## config.mk

```make
export PLATFORM = sky130hd
export DESIGN_NAME = copro_sequencer
export DESIGN_NICKNAME = d
export VERILOG_FILES = /design/src/rtl/copro_pkg.sv /design/src/rtl/copro_range_check.sv /design/src/rtl/copro_sequencer.sv
export SDC_FILE = /design/constraint.sdc
export NUM_CORES = 1
export LEC_CHECK = 0
export CAP_MARGIN = 10
export CORE_ASPECT_RATIO = 1.5
export CORE_MARGIN = 1.5
export CORE_UTILIZATION = 45
export CTS_CLUSTER_DIAMETER = 30
export DETAILED_ROUTE_END_ITERATION = 16
export PLACE_DENSITY_LB_ADDON = 0.25
export SKIP_CTS_REPAIR_TIMING = 1
export SLEW_MARGIN = 40
export SYNTH_ARGS = -nofsm -noshare
export SYNTH_HDL_FRONTEND = slang
export SYNTH_SLANG_ARGS = --single-unit
```

## constraint.sdc

```tcl
create_clock -name in_clk -period 3 [get_ports in_clk]
set_input_delay 0.45 -clock in_clk [delete_from_list [all_inputs] [get_ports in_clk]]
set_output_delay 0.45 -clock in_clk [all_outputs]
set_load 0.02 [all_outputs]
```

## src/rtl/copro_pkg.sv

```systemverilog
// copro_pkg: shared definitions for the block-copy coprocessor sequencer.
//   copro_state_e : sequencer FSM state encoding
//   CFG_*         : bit positions of the config word fields (memory word 0)
//   ST_*          : bit positions of the status word fields (memory word 1)
package copro_pkg;

  typedef enum logic [2:0] {
    ST_IDLE    = 3'd0,
    ST_CHECK   = 3'd1,
    ST_READ    = 3'd2,
    ST_CAPTURE = 3'd3,
    ST_WRITE   = 3'd4,
    ST_FIN     = 3'd5
  } copro_state_e;

  // Config word layout
  localparam int CFG_START_BIT = 0;
  localparam int CFG_SRC_LSB   = 2;
  localparam int CFG_DST_LSB   = 12;
  localparam int CFG_ADDR_W    = 10;
  localparam int CFG_CNT_LSB   = 22;
  localparam int CFG_CNT_W     = 8;

  // Status word layout
  localparam int ST_BUSY_BIT = 0;
  localparam int ST_DONE_BIT = 1;
  localparam int ST_ERR_BIT  = 2;
  localparam int ST_PROG_LSB = 8;
  localparam int ST_PROG_W   = 8;

endpackage

```

## src/rtl/copro_range_check.sv

```systemverilog
// copro_range_check: combinational legality check of a transfer request.
//   src, dst : block base word addresses from the config word
//   count    : number of blocks to copy
//   err      : 1 when the request must be refused (empty transfer, DST
//              overlapping the config/status words, or either span running
//              past the end of memory)
// Sums are formed in LOG_SIZE+2 bits so SRC/DST + BLOCKS*COUNT cannot wrap.
module copro_range_check
  import copro_pkg::*;
#(
  parameter int LOG_SIZE = 10,
  parameter int SIZE     = 1024,
  parameter int BLOCKS   = 4
) (
  input  logic [CFG_ADDR_W-1:0] src,
  input  logic [CFG_ADDR_W-1:0] dst,
  input  logic [CFG_CNT_W-1:0]  count,
  output logic                  err
);

  localparam int CW = LOG_SIZE + 2;

  logic [CW-1:0] span;
  logic [CW-1:0] src_end;
  logic [CW-1:0] dst_end;

  always_comb begin
    span    = CW'(BLOCKS) * CW'(count);
    src_end = CW'(src) + span;
    dst_end = CW'(dst) + span;
    err     = (count == '0) ||
              (dst < CFG_ADDR_W'(4)) ||
              (src_end > CW'(SIZE)) ||
              (dst_end > CW'(SIZE));
  end

endmodule

```

## src/rtl/copro_sequencer.sv

```systemverilog
// copro_sequencer: memory-mapped block-copy coprocessor sequencer.
//   in_clk / in_reset   : single clock, synchronous active-high reset
//   in_config           : config word (START, SRC, DST, COUNT)
//   in_mem_data         : block read data, valid the cycle after out_read_en
//   out_address         : block base address for the current strobe
//   out_data            : block write data, zero unless out_write_en
//   out_read_en         : one-cycle block read strobe
//   out_write_en        : one-cycle block write strobe
//   out_status          : status word (BUSY, DONE, ERR, PROGRESS)
//   out_write_status_en : one-cycle status write strobe
//   out_dbg_state       : current FSM state
//   out_checksum        : sum of all written words (only when
//                         COPRO_SEQ_CHECKSUM_EN is defined)
//
// Memory strobe protocol: the memory has no back-pressure. Each strobe is a
// single-cycle pulse qualifying out_address (and out_data for writes) in that
// same cycle; read data is taken one cycle after the read strobe. Read and
// write strobes are never high together; the status strobe only coincides
// with the block write strobe.
//
// All outputs come from flops loaded on the transition into the state that
// owns them, so a state's strobes are visible exactly while in that state.
module copro_sequencer
  import copro_pkg::*;
#(
  parameter int LOG_SIZE   = 10,
  parameter int SIZE       = 1024,
  parameter int BLOCKS     = 4,
  parameter int CELL_WIDTH = 32,
  localparam int WIDTH     = BLOCKS * CELL_WIDTH
) (
  input  logic                  in_clk,
  input  logic                  in_reset,
  input  logic [CELL_WIDTH-1:0] in_config,
  input  logic [WIDTH-1:0]      in_mem_data,
  output logic [LOG_SIZE-1:0]   out_address,
  output logic [WIDTH-1:0]      out_data,
  output logic                  out_read_en,
  output logic                  out_write_en,
  output logic [CELL_WIDTH-1:0] out_status,
  output logic                  out_write_status_en,
  output copro_state_e          out_dbg_state
`ifdef COPRO_SEQ_CHECKSUM_EN
  ,
  output logic [CELL_WIDTH-1:0] out_checksum
`endif
);

  localparam logic [LOG_SIZE-1:0] BLK_STEP = LOG_SIZE'(BLOCKS);

  logic                  cfg_start;
  logic [CFG_ADDR_W-1:0] cfg_src;
  logic [CFG_ADDR_W-1:0] cfg_dst;
  logic [CFG_CNT_W-1:0]  cfg_cnt;
  logic                  range_err;
  logic                  unused_cfg;

  assign cfg_start  = in_config[CFG_START_BIT];
  assign cfg_src    = in_config[CFG_SRC_LSB +: CFG_ADDR_W];
  assign cfg_dst    = in_config[CFG_DST_LSB +: CFG_ADDR_W];
  assign cfg_cnt    = in_config[CFG_CNT_LSB +: CFG_CNT_W];
  assign unused_cfg = ^{in_config[1], in_config[CELL_WIDTH-1:CFG_CNT_LSB+CFG_CNT_W]};

  // Checked against the live config fields so the verdict is ready when the
  // CHECK status word is loaded on the trigger edge.
  copro_range_check #(
    .LOG_SIZE (LOG_SIZE),
    .SIZE     (SIZE),
    .BLOCKS   (BLOCKS)
  ) u_range_check (
    .src   (cfg_src),
    .dst   (cfg_dst),
    .count (cfg_cnt),
    .err   (range_err)
  );

  copro_state_e          state_q, state_d;
  logic                  prev_start_q, prev_start_d;
  logic [LOG_SIZE-1:0]   rd_addr_q, rd_addr_d;
  logic [LOG_SIZE-1:0]   wr_addr_q, wr_addr_d;
  logic [CFG_CNT_W-1:0]  count_q, count_d;
  logic [CFG_CNT_W-1:0]  idx_q, idx_d;
  logic                  err_q, err_d;
  logic [WIDTH-1:0]      buf_q, buf_d;
  logic [LOG_SIZE-1:0]   addr_q, addr_d;
  logic                  rd_en_q, rd_en_d;
  logic                  wr_en_q, wr_en_d;
  logic                  st_en_q, st_en_d;
  logic [CELL_WIDTH-1:0] status_q, status_d;
  logic [CFG_CNT_W-1:0]  idx_next;

  assign idx_next = idx_q + 8'd1;

  always_comb begin
    state_d      = state_q;
    // START history is tracked in every state so an edge seen while busy is
    // consumed and cannot fire later.
    prev_start_d = cfg_start;
    rd_addr_d    = rd_addr_q;
    wr_addr_d    = wr_addr_q;
    count_d      = count_q;
    idx_d        = idx_q;
    err_d        = err_q;
    buf_d        = buf_q;
    addr_d       = '0;
    rd_en_d      = 1'b0;
    wr_en_d      = 1'b0;
    st_en_d      = 1'b0;
    status_d     = '0;

    case (state_q)
      ST_IDLE: begin
        if (cfg_start && !prev_start_q) begin
          state_d   = ST_CHECK;
          rd_addr_d = LOG_SIZE'(cfg_src);
          wr_addr_d = LOG_SIZE'(cfg_dst);
          count_d   = cfg_cnt;
          idx_d     = '0;
          err_d     = range_err;
          st_en_d   = 1'b1;
          if (range_err) begin
            status_d[ST_ERR_BIT]  = 1'b1;
            status_d[ST_DONE_BIT] = 1'b1;
          end else begin
            status_d[ST_BUSY_BIT] = 1'b1;
          end
        end
      end
      ST_CHECK: begin
        if (err_q) begin
          state_d = ST_IDLE;
        end else begin
          state_d = ST_READ;
          rd_en_d = 1'b1;
          addr_d  = rd_addr_q;
        end
      end
      ST_READ: begin
        state_d = ST_CAPTURE;
      end
      ST_CAPTURE: begin
        state_d  = ST_WRITE;
        buf_d    = in_mem_data;
        wr_en_d  = 1'b1;
        addr_d   = wr_addr_q;
        st_en_d  = 1'b1;
        status_d[ST_BUSY_BIT] = 1'b1;
        status_d[ST_PROG_LSB +: ST_PROG_W] = idx_next;
      end
      ST_WRITE: begin
        idx_d     = idx_next;
        rd_addr_d = rd_addr_q + BLK_STEP;
        wr_addr_d = wr_addr_q + BLK_STEP;
        if (idx_next < count_q) begin
          state_d = ST_READ;
          rd_en_d = 1'b1;
          addr_d  = rd_addr_q + BLK_STEP;
        end else begin
          state_d = ST_FIN;
          st_en_d = 1'b1;
          status_d[ST_DONE_BIT] = 1'b1;
          status_d[ST_PROG_LSB +: ST_PROG_W] = count_q;
        end
      end
      ST_FIN: begin
        state_d = ST_IDLE;
      end
      default: begin
        state_d = ST_IDLE;
      end
    endcase
  end

  always_ff @(posedge in_clk) begin
    if (in_reset) begin
      state_q      <= ST_IDLE;
      prev_start_q <= 1'b0;
      rd_addr_q    <= '0;
      wr_addr_q    <= '0;
      count_q      <= '0;
      idx_q        <= '0;
      err_q        <= 1'b0;
      buf_q        <= '0;
      addr_q       <= '0;
      rd_en_q      <= 1'b0;
      wr_en_q      <= 1'b0;
      st_en_q      <= 1'b0;
      status_q     <= '0;
    end else begin
      state_q      <= state_d;
      prev_start_q <= prev_start_d;
      rd_addr_q    <= rd_addr_d;
      wr_addr_q    <= wr_addr_d;
      count_q      <= count_d;
      idx_q        <= idx_d;
      err_q        <= err_d;
      buf_q        <= buf_d;
      addr_q       <= addr_d;
      rd_en_q      <= rd_en_d;
      wr_en_q      <= wr_en_d;
      st_en_q      <= st_en_d;
      status_q     <= status_d;
    end
  end

  assign out_address         = addr_q;
  assign out_data            = wr_en_q ? buf_q : '0;
  assign out_read_en         = rd_en_q;
  assign out_write_en        = wr_en_q;
  assign out_status          = status_q;
  assign out_write_status_en = st_en_q;
  assign out_dbg_state       = state_q;

`ifdef COPRO_SEQ_CHECKSUM_EN
  logic [CELL_WIDTH-1:0] cks_q, cks_d, word_sum;

  // Cleared on entry to CHECK, accumulated on entry to WRITE (the block
  // being written is the one captured on that edge), held otherwise.
  always_comb begin
    word_sum = '0;
    for (int k = 0; k < BLOCKS; k++) begin
      word_sum = word_sum + in_mem_data[k*CELL_WIDTH +: CELL_WIDTH];
    end
    cks_d = cks_q;
    if (state_q == ST_IDLE && state_d == ST_CHECK) begin
      cks_d = '0;
    end else if (state_q == ST_CAPTURE) begin
      cks_d = cks_q + word_sum;
    end
  end

  always_ff @(posedge in_clk) begin
    if (in_reset) begin
      cks_q <= '0;
    end else begin
      cks_q <= cks_d;
    end
  end

  assign out_checksum = cks_q;
`endif

endmodule

```

==> qor.csv <==
stage;metric;value;unit
run_status;status;finished, final reports clean;
critical_path;FF-to-FF path depth;12;
synthesis;post-synthesis cell type count;62;
synthesis;top cell type's share of synthesized area;42.9;%
critical_path;WP buf/inv;1;
placed_design;pre-CTS setup slack;-175;ps
global_route;first-pass GRT wire length;44100;um
sta;Fin. Hold Viols;0;
placed_design;Cells after DPL;1696;
synthesis;Ys Warns;0;
sta;RSZ-0062 raised after global routing;no;
floorplanning;CORE AREA;0.0197;sq mm
detailed_routing;DRC errors left;0;
critical_path;Crit path max-delay family;compound AO/OA/AOI/OAI gates;
sta;skew final;11.6;ps
detailed_routing;final WL;28700;um
critical_path;most used cell, CP;nor4_1;
sta;Slew headroom;56.5;%
clock_tree;H-tree depth;4;
power_and_ir_drop;Cell Pwr Density;435;mW/mm^2
clock_tree;CTS root buffer;clkbuf_16;
floorplanning;std cell rows;63;
finish;area delta synth->final;44.1;%
power_and_ir_drop;Pwr Total;5.63;mW
clock_tree;clk_lat worst skew;430;ps
global_route;initial antenna violation count;0;
floorplanning;effective utilization at floorplan;45.7;%
synthesis;EDFF count, synth;0;
finish;nets@finish;1645;
synthesis;sequential share of the synthesized area;42.9;%
power_and_ir_drop;Lkg Pwr;4.68;nW
sta;Finish-stage setup viols;0;
finish;share of cells above drive strength 1;5.31;%
sta;Fin Hold WS;449;ps
critical_path;flop2flop setup slack;200;ps
synthesis;Syn Area/Cell;7.70;sq um
critical_path;Setup crit start kind;input port;
critical_path;CP cell instances;clkdlybuf4s50_1, ha_1, fa_1, nor4_1, o21ai_0, nor4_1, nand3_1, o32a_1, a21oi_2, a211oi_1;
critical_path;Crit path depth;10;
finish;final non-filler cell total;1728;
clock_tree;clk slew on worst S/H paths;70;ps
synthesis;Synth top cells by count;nand2_1, dfxtp_1, a21oi_1;
critical_path;WS Path Type;in -> reg;
clock_tree;CTS max path bufs;2;
critical_path;Max Fanout on Critical Path;4;
min_path;worst hold stages;2;
critical_path;Crit path arrival time;3100;ps
global_route;largest net degree at the start of global routing;87;
finish;Inserted Diodes;0;
finish;end-of-flow core utilization;65.8;%
synthesis;synthesized cell area;0.00900;sq mm
sta;TNS Setup;0;ps
placed_design;routability cong.;0.852;
sta;Pins Over Slew Limit;0;
synthesis;most frequent cell after synthesis;nand2_1;
detailed_routing;DR vias/cell;5.13;
clock_tree;clock sink total;193;
sta;Slew @ Worst Pin;651;ps
critical_path;Crit path largest cell delay;560;ps
critical_path;CP required;3290;ps
detailed_routing;Final ANT Viol Nets;0;
flow_run;number of max-cap violations;0;
power_and_ir_drop;worst vdd ir;0.332;mV
floorplanning;die area;0.0209;sq mm
placed_design;Detailed Place HPWL;21000;um
critical_path;crit end category;flop;
synthesis;top cells by area, synth;dfxtp_1, nand2_1, a21oi_1, and2_1, ha_1;
global_route;vias in the first global route;8213;
detailed_routing;wire length per cell;16.6;um
placed_design;post-place instance area;0.0124;sq mm
critical_path;Crit-path slowest cell;clkdlybuf4s50_1;
min_path;Tightest Hold Check Type;reg -> reg;
synthesis;ys async rst share;0;%
detailed_routing;total iterations of the first detailed-routing run;5;
sta;Fmax;357;MHz
finish;Design Area, Final;0.0130;sq mm
floorplanning;die width;118;um
sta;PnR worst setup slack;195;ps
global_route;Total GRT Usage;26.8;%
sta;min Tclk post-route;2800;ps
synthesis;Seq cells post-synth;193;
detailed_routing;DR vias;8865;
sta;Final Cycle Share;93.5;%
detailed_routing;DR iter-0 viols;583;
synthesis;ys flop type;dfxtp_1;
synthesis;Post-Syn Instances;1169;
synthesis;Yosys top cell by area;dfxtp_1;
clock_tree;CTS buffer count;17;
floorplanning;Die H;176;um
placed_design;# port buffers;313;
floorplanning;I/O pins;338;
clock_tree;CTS tree;done;
global_route;grt ovf;0;
==> sequential cells by signal (all words and copies together) (netlist names) <==
name	flops
buf_q	128
count_q	8
err_q	1
idx_q	8
out_address	10
out_dbg_state	3
out_read_en	1
out_status	11
out_write_en	1
out_write_status_en	1
prev_start_q	1
rd_addr_q	10
wr_addr_q	10
==> area by class of cell <==
cell class                      count  area [sq um]
Sequential cell                   193          3860
Inverter                           16          60.1
Clock buffer                       24           502
Multi-Input combinational cell    883          4710
Clock inverter                      8          76.3
Fill cell                        1738          6750
Tap cell                          260           325
Timing Repair Buffer              344          3430
==> worst register-to-register path: cells and delay by family, from the launching register on <==
| family | cells | cell delay [ps] |
|---|---|---|
| flip-flops | 1 | 400 |
| AO/OA/AOI/OAI | 5 | 1170 |
| XOR/XNOR | 1 | 190 |
| adder cells (fa/ha/maj) | 1 | 280 |
| buffers and inverters | 1 | 60 |
| AND/OR/NAND/NOR | 4 | 650 |
==> report_power, final <==
part           internal, mW  leakage (nW)  switching, mW
clock network          1.26         0.279          0.975
registers              2.63          1.56         0.0549
logic                 0.356          2.84          0.367
total                  4.24          4.68           1.40
==> layout by cell type, fill, tap and decap left out, types with 3 or more instances in the layout <==
cell             instances
dfxtp_1                192
a22o_1                   5
clkbuf_16               17
clkinvlp_4               3
clkinv_2                 3
nor3_1                  11
nor4_1                   8
a21oi_1                175
nor2_1                  48
buf_4                   27
xor2_1                   6
o21ai_1                 11
clkbuf_8                 5
a211oi_1                 5
buf_12                   5
nand2_1                309
a311oi_1                 3
nand3_1                 14
a221oi_1                 7
a22oi_1                  4
xnor2_1                  8
a31oi_1                  5
ha_1                    26
clkdlybuf4s50_1        312
and3_1                   8
inv_1                   16
and2_1                 129
o21ai_0                 21
nor2b_1                  5
conb_1                  21
o22ai_1                  3
nand2b_1                 6
==> kinds of logic after synthesis <==
family	share of synthesized area, %
simple gates	28.5
compound gates	17.1
flops	42.9
buf+inv	5.84
fa+ha+maj	4.06
xor+xnor	1.36
mux	0.223
other cells	0.0417
==> layer usage <==
layer,track usage [%],vias to the layer above,wire length (um)
li1,-,4409,-
met1,30.1,4084,11300
met3,5.33,53,1550
met4,11.6,0,993
met5,0,-,0
met2,49.1,319,14900
==> path summary, 6_finish.rpt <==
path                               startpoint             end
worst max-delay path            in_config[22]           err_q
worst min-delay path                buf_q[29]       buf_q[29]
worst max register to register       idx_q[0]  out_address[7]
worst min register to register      buf_q[29]       buf_q[29]
Power figures use the tool's default switching activity.
